<file path="src/rtl/tim_cfg_pkg.sv">
// ----------------------------------------------------------------------------
// tim_cfg_pkg
// Shared types and constants for the timer APB configuration sequencer:
//   - tim_cfg_state_e : sequencer FSM states (read states used only when
//                       TIM_CFG_SEQ_VERIFY_EN is defined)
//   - tim_cfg_entry_t : one table entry {addr[15:0], data[31:0]}
//   - TIM_*           : apoip_timer APB register offsets
//   - VERIFY_SKIP_BIT : address bit that marks an entry as write-only
// ----------------------------------------------------------------------------
package tim_cfg_pkg;

    typedef enum logic [2:0] {
        ST_IDLE    = 3'd0,
        ST_SETUP   = 3'd1,
        ST_ACCESS  = 3'd2,
        ST_DONE    = 3'd3,
        ST_RSETUP  = 3'd4,
        ST_RACCESS = 3'd5
    } tim_cfg_state_e;

    localparam int unsigned ADDR_W  = 16;
    localparam int unsigned DATA_W  = 32;
    localparam int unsigned ENTRY_W = ADDR_W + DATA_W;

    typedef struct packed {
        logic [ADDR_W-1:0] addr;
        logic [DATA_W-1:0] data;
    } tim_cfg_entry_t;

    localparam logic [ADDR_W-1:0] TIM_CR1   = 16'h0000;
    localparam logic [ADDR_W-1:0] TIM_SMCR  = 16'h0008;
    localparam logic [ADDR_W-1:0] TIM_CCMR1 = 16'h0018;
    localparam logic [ADDR_W-1:0] TIM_CCER  = 16'h0020;
    localparam logic [ADDR_W-1:0] TIM_ARR   = 16'h002C;

    localparam int unsigned VERIFY_SKIP_BIT = 15;

endpackage

</file>
<file path="src/rtl/tim_cfg_tbl.sv">
// ----------------------------------------------------------------------------
// tim_cfg_tbl
// DEPTH x 48-bit entry table: synchronous write port, asynchronous read port.
// Contents clear on reset.
// Ports:
//   clk, rst_n   : clock, asynchronous active-low reset
//   wr_en_i      : write strobe (already qualified by the caller)
//   wr_idx_i     : write index
//   wr_entry_i   : entry to store
//   rd_idx_i     : read index
//   rd_entry_o   : entry at rd_idx_i (combinational)
// ----------------------------------------------------------------------------
module tim_cfg_tbl
    import tim_cfg_pkg::*;
#(
    parameter int unsigned DEPTH = 8,
    parameter int unsigned IDX_W = 3
) (
    input  logic                 clk,
    input  logic                 rst_n,
    input  logic                 wr_en_i,
    input  logic [IDX_W-1:0]     wr_idx_i,
    input  tim_cfg_entry_t       wr_entry_i,
    input  logic [IDX_W-1:0]     rd_idx_i,
    output tim_cfg_entry_t       rd_entry_o
);

    tim_cfg_entry_t mem_q [DEPTH];

    // Entry storage
    always_ff @(posedge clk or negedge rst_n) begin
        if (!rst_n) begin
            for (int i = 0; i < int'(DEPTH); i++) begin
                mem_q[i] <= '0;
            end
        end else if (wr_en_i) begin
            mem_q[wr_idx_i] <= wr_entry_i;
        end
    end

    assign rd_entry_o = mem_q[rd_idx_i];

endmodule

</file>
<file path="src/rtl/tim_apb_cfg_seq.sv">
// ----------------------------------------------------------------------------
// tim_apb_cfg_seq
// APB master that replays a table of {address, data} writes into the
// apoip_timer register block, in table order, after a start pulse.
// Optional macro TIM_CFG_SEQ_VERIFY_EN: read back each written address
// (unless addr bit 15 is set) and flag a data mismatch as an error.
// Ports:
//   apb_clk, apb_rst_n       : clock, asynchronous active-low reset
//   tbl_wr_en/idx/addr/data  : table load port (accepted only when idle)
//   seq_start, seq_len       : start pulse and entry count (clamped to DEPTH)
//   seq_abort                : finish after the transfer in flight
//   seq_busy, seq_done       : run in progress, one-cycle completion pulse
//   seq_err, seq_err_idx     : sticky error flag and failing entry index
//   seq_cnt                  : entries completed in current/last run
//   m_p*                     : APB master interface
// ----------------------------------------------------------------------------
module tim_apb_cfg_seq
    import tim_cfg_pkg::*;
#(
    parameter int unsigned DEPTH = 8,
    parameter int unsigned IDX_W = $clog2(DEPTH)
) (
    input  logic                 apb_clk,
    input  logic                 apb_rst_n,
    input  logic                 tbl_wr_en,
    input  logic [IDX_W-1:0]     tbl_wr_idx,
    input  logic [15:0]          tbl_wr_addr,
    input  logic [31:0]          tbl_wr_data,
    input  logic                 seq_start,
    input  logic [IDX_W:0]       seq_len,
    input  logic                 seq_abort,
    output logic                 seq_busy,
    output logic                 seq_done,
    output logic                 seq_err,
    output logic [IDX_W-1:0]     seq_err_idx,
    output logic [IDX_W:0]       seq_cnt,
    output logic                 m_psel,
    output logic                 m_penable,
    output logic                 m_pwrite,
    output logic [15:0]          m_paddr,
    output logic [31:0]          m_pwdata,
    input  logic [31:0]          m_prdata,
    input  logic                 m_pready,
    input  logic                 m_pslverr
);

    localparam int unsigned LEN_W = IDX_W + 1;
    localparam logic [LEN_W-1:0] DEPTH_L = LEN_W'(DEPTH);

    tim_cfg_state_e      state_q, state_d;
    logic [IDX_W-1:0]    idx_q, idx_d;
    logic [LEN_W-1:0]    len_q, len_d;
    logic [LEN_W-1:0]    cnt_q, cnt_d;
    logic                err_q, err_d;
    logic [IDX_W-1:0]    err_idx_q, err_idx_d;
    logic                abort_q, abort_d;

    logic                psel_q, psel_d;
    logic                penable_q, penable_d;
    logic                pwrite_q, pwrite_d;
    logic [15:0]         paddr_q, paddr_d;
    logic [31:0]         pwdata_q, pwdata_d;
    logic                busy_q, busy_d;
    logic                done_q, done_d;

    logic                tbl_we_c;
    tim_cfg_entry_t      wr_entry_c;
    tim_cfg_entry_t      rd_raw_c;
    tim_cfg_entry_t      rd_entry_c;
    logic                last_c;
    logic                abort_eff_c;

    // Table is frozen for the whole run
    assign tbl_we_c   = tbl_wr_en && (state_q == ST_IDLE);
    assign wr_entry_c = '{addr: tbl_wr_addr, data: tbl_wr_data};

    tim_cfg_tbl #(
        .DEPTH (DEPTH),
        .IDX_W (IDX_W)
    ) u_tbl (
        .clk        (apb_clk),
        .rst_n      (apb_rst_n),
        .wr_en_i    (tbl_we_c),
        .wr_idx_i   (tbl_wr_idx),
        .wr_entry_i (wr_entry_c),
        .rd_idx_i   (idx_d),
        .rd_entry_o (rd_raw_c)
    );

    // Forward a same-cycle write so a start issued with a load sees the new entry
    assign rd_entry_c = (tbl_we_c && (tbl_wr_idx == idx_d)) ? wr_entry_c : rd_raw_c;

    assign last_c      = (LEN_W'(idx_q) == (len_q - LEN_W'(1)));
    assign abort_eff_c = abort_q || seq_abort;

`ifndef TIM_CFG_SEQ_VERIFY_EN
    logic unused_prdata;
    assign unused_prdata = ^m_prdata;
`endif

    // State register
    always_ff @(posedge apb_clk or negedge apb_rst_n) begin
        if (!apb_rst_n) begin
            state_q <= ST_IDLE;
        end else begin
            state_q <= state_d;
        end
    end

    // Next-state and run bookkeeping
    always_comb begin
        state_d   = state_q;
        idx_d     = idx_q;
        len_d     = len_q;
        cnt_d     = cnt_q;
        err_d     = err_q;
        err_idx_d = err_idx_q;
        abort_d   = abort_q;
        case (state_q)
            ST_IDLE: begin
                abort_d = 1'b0;
                if (seq_start) begin
                    len_d     = (seq_len > DEPTH_L) ? DEPTH_L : seq_len;
                    cnt_d     = '0;
                    err_d     = 1'b0;
                    err_idx_d = '0;
                    idx_d     = '0;
                    state_d   = (len_d == '0) ? ST_DONE : ST_SETUP;
                end
            end
            ST_SETUP: begin
                abort_d = abort_eff_c;
                state_d = ST_ACCESS;
            end
            ST_ACCESS: begin
                abort_d = abort_eff_c;
                if (m_pready) begin
                    cnt_d = cnt_q + LEN_W'(1);
                    if (m_pslverr) begin
                        err_d     = 1'b1;
                        err_idx_d = idx_q;
                        state_d   = ST_DONE;
                    end
`ifdef TIM_CFG_SEQ_VERIFY_EN
                    else if (!paddr_q[VERIFY_SKIP_BIT]) begin
                        state_d = ST_RSETUP;
                    end
`endif
                    else if (last_c || abort_eff_c) begin
                        state_d = ST_DONE;
                    end else begin
                        idx_d   = idx_q + IDX_W'(1);
                        state_d = ST_SETUP;
                    end
                end
            end
`ifdef TIM_CFG_SEQ_VERIFY_EN
            ST_RSETUP: begin
                abort_d = abort_eff_c;
                state_d = ST_RACCESS;
            end
            ST_RACCESS: begin
                abort_d = abort_eff_c;
                if (m_pready) begin
                    if (m_pslverr || (m_prdata != pwdata_q)) begin
                        err_d     = 1'b1;
                        err_idx_d = idx_q;
                        state_d   = ST_DONE;
                    end else if (last_c || abort_eff_c) begin
                        state_d = ST_DONE;
                    end else begin
                        idx_d   = idx_q + IDX_W'(1);
                        state_d = ST_SETUP;
                    end
                end
            end
`endif
            ST_DONE: begin
                abort_d = 1'b0;
                state_d = ST_IDLE;
            end
            default: begin
                state_d = ST_IDLE;
            end
        endcase
    end

    // Output decode from the next state so the APB pins are registered
    always_comb begin
        psel_d    = 1'b0;
        penable_d = 1'b0;
        pwrite_d  = pwrite_q;
        paddr_d   = paddr_q;
        pwdata_d  = pwdata_q;
        busy_d    = (state_d != ST_IDLE);
        done_d    = (state_d == ST_DONE);
        case (state_d)
            ST_SETUP: begin
                psel_d   = 1'b1;
                pwrite_d = 1'b1;
                paddr_d  = rd_entry_c.addr;
                pwdata_d = rd_entry_c.data;
            end
            ST_ACCESS: begin
                psel_d    = 1'b1;
                penable_d = 1'b1;
            end
            ST_RSETUP: begin
                psel_d   = 1'b1;
                pwrite_d = 1'b0;
            end
            ST_RACCESS: begin
                psel_d    = 1'b1;
                penable_d = 1'b1;
            end
            default: begin
            end
        endcase
    end

    // Datapath and output registers
    always_ff @(posedge apb_clk or negedge apb_rst_n) begin
        if (!apb_rst_n) begin
            idx_q     <= '0;
            len_q     <= '0;
            cnt_q     <= '0;
            err_q     <= 1'b0;
            err_idx_q <= '0;
            abort_q   <= 1'b0;
            psel_q    <= 1'b0;
            penable_q <= 1'b0;
            pwrite_q  <= 1'b0;
            paddr_q   <= '0;
            pwdata_q  <= '0;
            busy_q    <= 1'b0;
            done_q    <= 1'b0;
        end else begin
            idx_q     <= idx_d;
            len_q     <= len_d;
            cnt_q     <= cnt_d;
            err_q     <= err_d;
            err_idx_q <= err_idx_d;
            abort_q   <= abort_d;
            psel_q    <= psel_d;
            penable_q <= penable_d;
            pwrite_q  <= pwrite_d;
            paddr_q   <= paddr_d;
            pwdata_q  <= pwdata_d;
            busy_q    <= busy_d;
            done_q    <= done_d;
        end
    end

    assign seq_busy    = busy_q;
    assign seq_done    = done_q;
    assign seq_err     = err_q;
    assign seq_err_idx = err_idx_q;
    assign seq_cnt     = cnt_q;
    assign m_psel      = psel_q;
    assign m_penable   = penable_q;
    assign m_pwrite    = pwrite_q;
    assign m_paddr     = paddr_q;
    assign m_pwdata    = pwdata_q;

endmodule

</file>
<file path="config.mk">
export PLATFORM = sky130hd
export DESIGN_NAME = tim_apb_cfg_seq
export DESIGN_NICKNAME = d
export VERILOG_FILES = /design/src/rtl/tim_cfg_pkg.sv /design/src/rtl/tim_cfg_tbl.sv /design/src/rtl/tim_apb_cfg_seq.sv
export SDC_FILE = /design/constraint.sdc
export NUM_CORES = 1
export LEC_CHECK = 0
export CAP_MARGIN = 40
export CORE_MARGIN = 4
export CORE_UTILIZATION = 45
export CTS_CLUSTER_DIAMETER = 200
export DETAILED_ROUTE_END_ITERATION = 6
export SKIP_LAST_GASP = 1
export SYNTH_ARGS = -nofsm -noshare
export SYNTH_HDL_FRONTEND = slang
export SYNTH_SLANG_ARGS = --single-unit
</file>
<file path="constraint.sdc">
create_clock -name apb_clk -period 6.9 [get_ports apb_clk]
set_clock_uncertainty 0.2 [all_clocks]
set_input_delay 1.38 -clock apb_clk [delete_from_list [all_inputs] [get_ports apb_clk]]
set_output_delay 1.38 -clock apb_clk [all_outputs]
set_load 0.05 [all_outputs]
</file>
==> impl_metrics.ini <==
[outcome]
status = completed

[critical_path]
crit_type = in -> reg
crit_fanout = 42
crit_buf_inv = 3
slowest_delay_ns = 0.64
r2r_start = len_q[0]
path_depth = 11
cp_top_family = buffers and inverters
endpoint_kind = flop
worstPathArrival_ns = 5.25
endpoint = m_pwdata[15]
crit_start = m_pready
cp_slowest_cell = inv_2
r2r_cells = 12
startpoint_type = input pin
r2r_end = m_pwdata[15]
required_ns = 7.21
worstPathCellList = clkdlybuf4s50_1 -> or4b_4 -> a211oi_1 -> a22oi_2 -> mux2_8 -> inv_2 -> buf_4 -> nand2_1 -> a32o_1 -> a221oi_1 -> a221o_1
r2r_slack_ns = 2.63

[logic_synthesis]
synth_cell_types = 47
synthArstFlopShare = 1.00
synthesis.nets = 1598
synth-seq-cells = 456
synth_top_area_frac = 0.558
synth_area_leaders = dfrtp_1 56%, mux2_2 21%, mux2i_1 7.1%, a221o_1 2.4%, a32o_1 2.4%
syn_area_per_cell_um2 = 13.6
synth_edf_count = 0
synth_area_mm2 = 0.0204
yosys_most_used_dff = dfrtp_1
yosysWarnings = 0
ys_seq_area_frac = 0.558
yosysMostFrequentCell = dfrtp_1
yosysTopAreaCell = dfrtp_1
syn_inst = 1501
synth_common_cells = 456 x dfrtp_1, 384 x mux2_2, 144 x mux2i_1

[clock_network]
ctsResizeCount = 0
worst_skew_pair.late_latency_ns = 0.58
post_cts_buffers = 0
htreeDepth = 2
cts_tree = built
ctsHoldBuffers = 0
cts.clk_slew.worst_paths_ns = 0.06
cts_buffers = 50
ctsRootBufferMaster = clkbuf_16
clock_sinks = 456
clk_path_buf_depth = 3

[worst_hold_path]
hold_class = reg -> reg
hold_start = seq_err_idx[2]

[sta]
slew_violations = 0
rsz0062_at_grt = false
hold_viol = 0
slew_headroom = 0.340
timing.final.crit_period_ns = 4.93
fin_tns_setup_ns = 0
setup_viol = 0
fmax_mhz = 203
period_share = 0.715
worst_pin_slew_ns = 0.991

[global_route]
grt_start_max_net_pins = 167
grt_pass1_vias = 13600
antenna_found_initial = 4
grt_remaining_overflow = 0
grt_usage = 0.204
grt_pass1_wl_um = 80000

[layout]
fin_cells = 2228
fin_nets = 1695
syn2layout_area_growth_pct = 17.5
fin_area_mm2 = 0.0240
drive_above_1_share = 0.315
fillers = 3763

[detailed_routing]
viasPerCell = 5.68
vias = 12600
drt_first_pass_iters = 4
antenna_left = 0
drt_iter0_markers = 746
routed_wl_um = 50000
drc_errors = 0
routedWlPerCell_um = 22.4

[die]
num_rows = 77
initial_core_util = 0.458
dieHeight_um = 221
boundaryPins = 155
die_area_mm2 = 0.0489
die_x_um = 221
core_region_area_mm2 = 0.0446

[placement]
dp_hpwl_um = 27600
placed_area_mm2 = 0.0224
port_buffers = 122
place.gp.congestion = 0.723
place_inst = 2138

[pwr]
power.leakage_nw = 11.3
vdd_ir_drop_max_v = 0.000215
p_total_w = 0.00846
power_density_mw_per_mm2 = 352

[run]
max-cap-violations = 0
worst min path at each step:
| stage | end | cells past startpoint |
|---|---|---|
| after floorplan | len_q[2] | 2 |
| after global placement | m_pwrite | 1 |
| after detailed placement | seq_err_idx[2] | 2 |
| after CTS | seq_err_idx[2] | 2 |
| after global routing | u_tbl.mem_q[114] | 1 |
| final | seq_err_idx[2] | 2 |
layout make-up:
cell class	instances	area, um^2	share of cell area
repair buffers	152	1640	0.0683
clock buffers	75	1500	0.0623
flip-flops and latches	456	11400	0.475
well taps	592	741	0.0308
diodes	1	2.50	0.000104
multi-input cells	929	8610	0.358
clock inverters	14	83.8	0.00349
inverters	9	33.8	0.00141
metrics by stage:
step	hold WS (ns)	setup WS (ns)	utilization
detailed placement	0.280	1.38	0.503
CTS	0.293	2.00	0.538
finish	0.286	1.97	0.538
global placement	0.252	1.31	0.499
floorplan	0.272	2.82	-
global route	0.308	1.72	0.538
per-layer routing:
| metal | vias to the layer above | GRT usage | share of wire |
|---|---|---|---|
| met2 | 186 | 0.331 | 0.47 |
| met5 | - | 0 | 0.00068 |
| met1 | 6636 | 0.289 | 0.48 |
| met3 | 77 | 0.0321 | 0.034 |
| met4 | 6 | 0.0507 | 0.017 |
| li1 | 5743 | - | - |
state kept, by name, summed over array words and instances (netlist names), 3 cells and up:
name and count:
seq_err_idx 3, m_paddr 16, seq_cnt 4, idx_q 3, state_q 3, u_tbl.mem_q 384
m_pwdata 32, len_q 4
power breakdown:
group / internal [W] / switching [W] / total [W]
Sequential: 0.00343 / 0.000381 / 0.00381
Clock: 0.00149 / 0.00107 / 0.00256
Combinational: 0.00104 / 0.00106 / 0.00209
Total: 0.00596 / 0.00251 / 0.00846
kinds of logic after synthesis:
family / synth area share
xor+xnor: 0.00428
fa+ha+maj: 0.00184
simple gates: 0.0512
flops: 0.558
mux: 0.284
compound gates: 0.0752
other cells: 0.000183
buf+inv: 0.0255
tightest hold or removal path: cells and delay by family (launching register included):
| kind | cells | cell delay (ns) |
|---|---|---|
| DFF | 1 | 0.34 |
| and+or+nand+nor | 1 | 0.04 |
| AOI/OAI and AO/OA | 1 | 0.06 |
layout by cell type, fill, tap and decap left out, types with 5 or more instances in the layout:
cell and count:
dfrtp_1 456, mux2_2 384, mux2i_1 144, nand2_1 123, clkdlybuf4s50_1 121, nor2b_1 51
clkbuf_16 51, a32o_1 48, a221oi_1 48, a221o_1 48, buf_4 18, clkbuf_8 13
o21ai_0 12, clkbuf_1 11, clkinv_2 10, nor2_1 9, inv_1 6, xor2_1 6
buf_16 6, and2_1 5, buf_12 5
(Power assumes the default switching activity.)
